==> config.mk <==
export PLATFORM = sky130hd
export DESIGN_NAME = vedacao_garrafa_flat
export DESIGN_NICKNAME = d
export VERILOG_FILES = /design/src/rtl/vedacao_garrafa_if.sv /design/src/rtl/vedacao_garrafa.sv /design/src/flat_wrapper.sv
export SDC_FILE = /design/constraint.sdc
export NUM_CORES = 1
export LEC_CHECK = 0
export ABC_AREA = 1
export CAP_MARGIN = 10
export CORE_MARGIN = 2
export CORE_UTILIZATION = 54
export DETAILED_ROUTE_END_ITERATION = 6
export PLACE_DENSITY = 0.8
export SLEW_MARGIN = 20
export SYNTH_ARGS = -nofsm -noshare
export SYNTH_HDL_FRONTEND = slang
export SYNTH_SLANG_ARGS = --single-unit
==> constraint.sdc <==
create_clock -name clk -period 2 [get_ports clk]
set_input_delay 0.2 -clock clk [delete_from_list [all_inputs] [get_ports clk]]
set_output_delay 0.2 -clock clk [all_outputs]
set_load 0.01 [all_outputs]
==> src/rtl/vedacao_garrafa_if.sv <==
// Station-side signal bundle for the bottle capping controller.
// The line and cork-counter side drives the master modport; the controller takes the slave modport.
interface vedacao_garrafa_if;
    logic       enable;
    logic       garrafa_presente;
    logic       rolha_disponivel;
    logic       alarme;
    logic       dec;
    logic       motor_esteira;
    logic       atuador_vedacao;
    logic       garrafa_vedada;
    logic       erro_sem_rolha;
    logic [7:0] vedadas;
    logic [2:0] estado;

    modport master (
        output enable, garrafa_presente, rolha_disponivel, alarme,
        input  dec, motor_esteira, atuador_vedacao, garrafa_vedada,
        input  erro_sem_rolha, vedadas, estado
    );

    modport slave (
        input  enable, garrafa_presente, rolha_disponivel, alarme,
        output dec, motor_esteira, atuador_vedacao, garrafa_vedada,
        output erro_sem_rolha, vedadas, estado
    );
endinterface

==> src/rtl/vedacao_garrafa.sv <==
// Bottle capping station controller: advances a bottle, requests a cork, presses the cap and
// releases the bottle, parking in an error state while no cork is available.
module vedacao_garrafa #(
    parameter int T_VEDA   = 4,
    parameter int T_ESPERA = 8
) (
    input  logic               clk,
    input  logic               reset,
    vedacao_garrafa_if.slave   bus
);

    typedef enum logic [2:0] {
        IDLE       = 3'd0,
        AVANCA     = 3'd1,
        PEDE_ROLHA = 3'd2,
        VEDA       = 3'd3,
        LIBERA     = 3'd4,
        ERRO       = 3'd5
    } estado_t;

    localparam logic [3:0] VEDA_LAST   = 4'(T_VEDA - 1);
    localparam logic [3:0] ESPERA_LAST = 4'(T_ESPERA - 1);

    estado_t    state_q;
    logic [3:0] timer_q;
    logic       dec_q;
    logic       vedada_q;
    logic [7:0] vedadas_q;

    // The timer is shared: cork wait in PEDE_ROLHA, press duration in VEDA.
    always_ff @(posedge clk or negedge reset) begin
        if (!reset) begin
            state_q   <= IDLE;
            timer_q   <= 4'd0;
            dec_q     <= 1'b0;
            vedada_q  <= 1'b0;
            vedadas_q <= 8'd0;
        end else begin
            dec_q    <= 1'b0;
            vedada_q <= 1'b0;
            case (state_q)
                IDLE: begin
                    if (bus.enable) state_q <= AVANCA;
                end
                AVANCA: begin
                    if (bus.garrafa_presente) begin
                        state_q <= PEDE_ROLHA;
                        timer_q <= 4'd0;
                    end else if (!bus.enable) begin
                        state_q <= IDLE;
                    end
                end
                PEDE_ROLHA: begin
                    if (bus.alarme) begin
                        state_q <= ERRO;
                    end else if (bus.rolha_disponivel) begin
                        dec_q   <= 1'b1;
                        state_q <= VEDA;
                        timer_q <= 4'd0;
                    end else if (timer_q == ESPERA_LAST) begin
                        state_q <= ERRO;
                    end else begin
                        timer_q <= timer_q + 4'd1;
                    end
                end
                VEDA: begin
                    if (timer_q == VEDA_LAST) state_q <= LIBERA;
                    else                      timer_q <= timer_q + 4'd1;
                end
                LIBERA: begin
                    if (!bus.garrafa_presente) begin
                        state_q   <= bus.enable ? AVANCA : IDLE;
                        vedada_q  <= 1'b1;
                        vedadas_q <= vedadas_q + 8'd1;
                    end
                end
                ERRO: begin
                    if (bus.rolha_disponivel && !bus.alarme) begin
                        state_q <= PEDE_ROLHA;
                        timer_q <= 4'd0;
                    end
                end
                default: state_q <= IDLE;
            endcase
        end
    end

    // Drives decode straight from the state register so reset removes them without waiting for an edge.
    assign bus.motor_esteira   = (state_q == AVANCA) || (state_q == LIBERA);
    assign bus.atuador_vedacao = (state_q == VEDA);
    assign bus.erro_sem_rolha  = (state_q == ERRO);
    assign bus.dec             = dec_q;
    assign bus.garrafa_vedada  = vedada_q;
    assign bus.vedadas         = vedadas_q;
    assign bus.estado          = state_q;

endmodule

==> src/flat_wrapper.sv <==
// flat-port wrapper written by rule: the top's interface ports become plain ports
module vedacao_garrafa_flat 
#(
    parameter int T_VEDA   = 4,
    parameter int T_ESPERA = 8
)
  (clk, reset, bus_enable, bus_garrafa_presente, bus_rolha_disponivel, bus_alarme, bus_dec, bus_motor_esteira, bus_atuador_vedacao, bus_garrafa_vedada, bus_erro_sem_rolha, bus_vedadas, bus_estado);
  vedacao_garrafa_if bus_i ();
  input  logic clk;
  input  logic reset;
  input wire logic [$bits(bus_i.enable)-1:0] bus_enable;
  input wire logic [$bits(bus_i.garrafa_presente)-1:0] bus_garrafa_presente;
  input wire logic [$bits(bus_i.rolha_disponivel)-1:0] bus_rolha_disponivel;
  input wire logic [$bits(bus_i.alarme)-1:0] bus_alarme;
  output wire logic [$bits(bus_i.dec)-1:0] bus_dec;
  output wire logic [$bits(bus_i.motor_esteira)-1:0] bus_motor_esteira;
  output wire logic [$bits(bus_i.atuador_vedacao)-1:0] bus_atuador_vedacao;
  output wire logic [$bits(bus_i.garrafa_vedada)-1:0] bus_garrafa_vedada;
  output wire logic [$bits(bus_i.erro_sem_rolha)-1:0] bus_erro_sem_rolha;
  output wire logic [$bits(bus_i.vedadas)-1:0] bus_vedadas;
  output wire logic [$bits(bus_i.estado)-1:0] bus_estado;
  assign bus_i.enable = bus_enable;
  assign bus_i.garrafa_presente = bus_garrafa_presente;
  assign bus_i.rolha_disponivel = bus_rolha_disponivel;
  assign bus_i.alarme = bus_alarme;
  assign bus_dec = bus_i.dec;
  assign bus_motor_esteira = bus_i.motor_esteira;
  assign bus_atuador_vedacao = bus_i.atuador_vedacao;
  assign bus_garrafa_vedada = bus_i.garrafa_vedada;
  assign bus_erro_sem_rolha = bus_i.erro_sem_rolha;
  assign bus_vedadas = bus_i.vedadas;
  assign bus_estado = bus_i.estado;
  vedacao_garrafa #(.T_VEDA(T_VEDA), .T_ESPERA(T_ESPERA)) u_core (.clk(clk), .reset(reset), .bus(bus_i));
endmodule
==> impl_metrics.py <==
metrics = {
    "timing": {
        "setup_tns_ns": 0,
        "setup_viol": 0,
        "drv_slew": 0,
        "worstMarginPinSlew_ns": 0.302,
        "finClkSkew_ns": 0.00904,
        "period_minus_slack_ns": 1.86,
        "rsz0062_at_grt": "false",
        "slew_headroom_pct": 79.8,
        "timing.final.crit_share_pct": 93.0,
        "max_freq_mhz": 537,
        "final-hold-violation-count": 0,
    },
    "clock_tree": {
        "hold_buffers": 0,
        "cts_max_level": 1,
        "clk_path_buf_depth": 2,
        "cts_tree": "done",
        "post_cts_buffers": 0,
        "clkSinkCount": 17,
        "cts_root_buf": "clkbuf_4",
        "cts_made_buffers": 3,
        "insertion_delay_ns": 0.29,
        "clk_pin_slew_ns": 0.11,
    },
    "finish": {
        "antennaDiodeCount": 0,
        "drive_gt1_share_pct": 14.5,
        "nets": 181,
        "syn2layout_area_growth_pct": 24.1,
        "fillers": 174,
    },
    "route": {
        "drtIter0Drc": 20,
        "vias_per_cell": 5.10,
        "final_antenna_net_count": 0,
        "dr.pass1.iters": 4,
        "drcViolationCount": 0,
        "drt_wl_total_um": 2310,
        "num_vias": 1015,
        "wl_per_cell_um": 11.6,
    },
    "power": {
        "total_power_mw": 1.55,
        "peakVddDrop_mv": 0.760,
        "p_leak_nw": 0.765,
        "power_density_mw_per_mm2": 1130,
    },
    "critical_path": {
        "crit_fanout": 14,
        "cp-start-kind": "flop",
        "critPathArrivalTime_ns": 1.66,
        "required_ns": 1.80,
        "worstSetupPathType": "flop to output port",
        "crit_path_end_kind": "output port",
    },
    "grt": {
        "overflow": 0,
        "grt_pass1_wl_um": 4140,
        "grt_usage_pct": 21.9,
        "first_global_vias": 999,
        "grt_max_degree": 18,
        "antenna_found_initial": 0,
    },
    "synth": {
        "synth_area_mm2": 0.00111,
        "synth_top_area_cell": "dfrtp_1",
        "post-synth-top-area-fraction_pct": 38.3,
        "syn_avg_cell_area_um2": 7.51,
        "synth_nets": 156,
        "synth_area_leaders": "dfrtp_1, nand2_1, nand3_1",
        "ys_warn_count": 0,
        "ys_seq_elements": 17,
        "seq_area_frac_synth_pct": 38.3,
        "syn_inst": 148,
        "synthDistinctLibCells": 24,
    },
    "job": {
        "maxCapViolCount": 0,
    },
    "die": {
        "coreArea_mm2": 0.00194,
        "fp.dieH_um": 49.4,
        "ios": 22,
        "dieArea_mm2": 0.00244,
        "fp.dieW_um": 49.4,
        "initial_core_util_pct": 57.2,
        "core.rowCount": 16,
    },
    "place": {
        "dp_hpwl_um": 1800,
        "portBuffers": 21,
        "gp_congestion": 0.936,
    },
    "status": {
        "status": "complete, no violations",
    },
    "hold_path": {
        "hold_path_class": "input pin to async pin",
    },
}
metrics by stage:
| step | setup WS, ns | instances | area (um2) | hold slack, ns | utilization, % |
|---|---|---|---|---|---|
| floorplan | 0.681 | 148 | 1110 | -0.0956 | - |
| global placement | 0.367 | 195 | 1350 | 0.501 | 69.4 |
| detailed placement | 0.342 | 195 | 1350 | 0.508 | 69.4 |
| CTS | 0.0738 | 199 | 1380 | 0.219 | 70.9 |
| global route | 0.0394 | 199 | 1380 | 0.258 | 71.0 |
| finish | 0.139 | 199 | 1380 | 0.219 | 71.0 |
cells in the final DEF, fill, tap and decap left out, types with 3 or more instances in the layout:
cell type / instances
clkbuf_4: 3
clkdlybuf4s50_1: 21
dfrtp_1: 14
dfrtp_2: 3
inv_1: 13
inv_2: 4
nand2_1: 54
nand3_1: 16
nor2_1: 12
nor2_2: 4
xnor2_1: 4
metal layers:
metal,vias up,GRT usage [%],share of wire [%]
met5,-,0,0
met1,471,27.0,46
met4,0,9.52,1.9
met3,7,2.15,3.8
li1,506,-,-
met2,31,38.5,48
final cells by class:
type | count | area (um2) | share of cell area, %
Clock buffer | 3 | 22.5 | 1.63
Clock inverter | 1 | 5.00 | 0.363
Tap cell | 27 | 33.8 | 2.45
Sequential cell | 17 | 429 | 31.1
Timing Repair Buffer | 22 | 218 | 15.8
Inverter | 17 | 63.8 | 4.63
Multi-Input combinational cell | 112 | 607 | 44.0
final timing paths:
path                                        from                     to  slack (ns)  cells after the start
max                         u_core.bus.estado[0]      bus_motor_esteira        0.14                      4
min                                        reset  u_core.bus.vedadas[5]        0.22                      2
max reg2reg                    u_core.timer_q[0]   u_core.bus.estado[0]        0.52                      8
min reg2reg                u_core.bus.vedadas[3]  u_core.bus.vedadas[3]        0.52                      1
max in group asynchronous                  reset   u_core.bus.estado[2]        1.56                      2
min in group clk           u_core.bus.vedadas[3]  u_core.bus.vedadas[3]        0.52                      1
Yosys cell counts, drive strengths merged:
library cell / count
nand3: 17
nand3b: 1
nor3: 2
ha: 2
inv: 17
o21ai: 1
xnor2: 4
nand4: 1
nand2: 57
a211oi: 2
nor2: 20
a21oi: 1
o211a: 1
xor2: 3
dfrtp: 17
buf: 2
power breakdown:
part	internal [mW]	switching [mW]	leakage (nW)	total, mW
Combinational	0.345	0.430	0.523	0.775
Sequential	0.429	0.162	0.224	0.592
Clock	0.0744	0.112	0.0177	0.186
worst max-delay path: stages, from the launching register on:
cell	delay, ns
dfrtp_2	0.53
nor2_4	0.16
nand2_4	0.08
nand2_1	0.07
clkdlybuf4s50_1	0.52
state kept, by name, summed over array words and instances, names as in the netlist:
name	count
u_core.bus.garrafa_vedada	1
u_core.bus.estado	3
u_core.timer_q	4
u_core.bus.dec	1
u_core.bus.vedadas	8
cells by family after synthesis:
logic type / count (synthesis) / synth area share, %
xor+xnor: 7 / 6.19
compound gates: 5 / 3.15
fa+ha+maj: 2 / 2.25
simple gates: 98 / 43.0
flops: 17 / 38.3
buf+inv: 19 / 7.09
timing repair:
action | in CTS | in global routing
gates cloned | 0 | 0
endpoints found under the hold margin | 0 | 0
endpoints found under the setup margin | 1 | 2
gates resized for setup | 1 | 2
(Power assumes the default switching activity.)
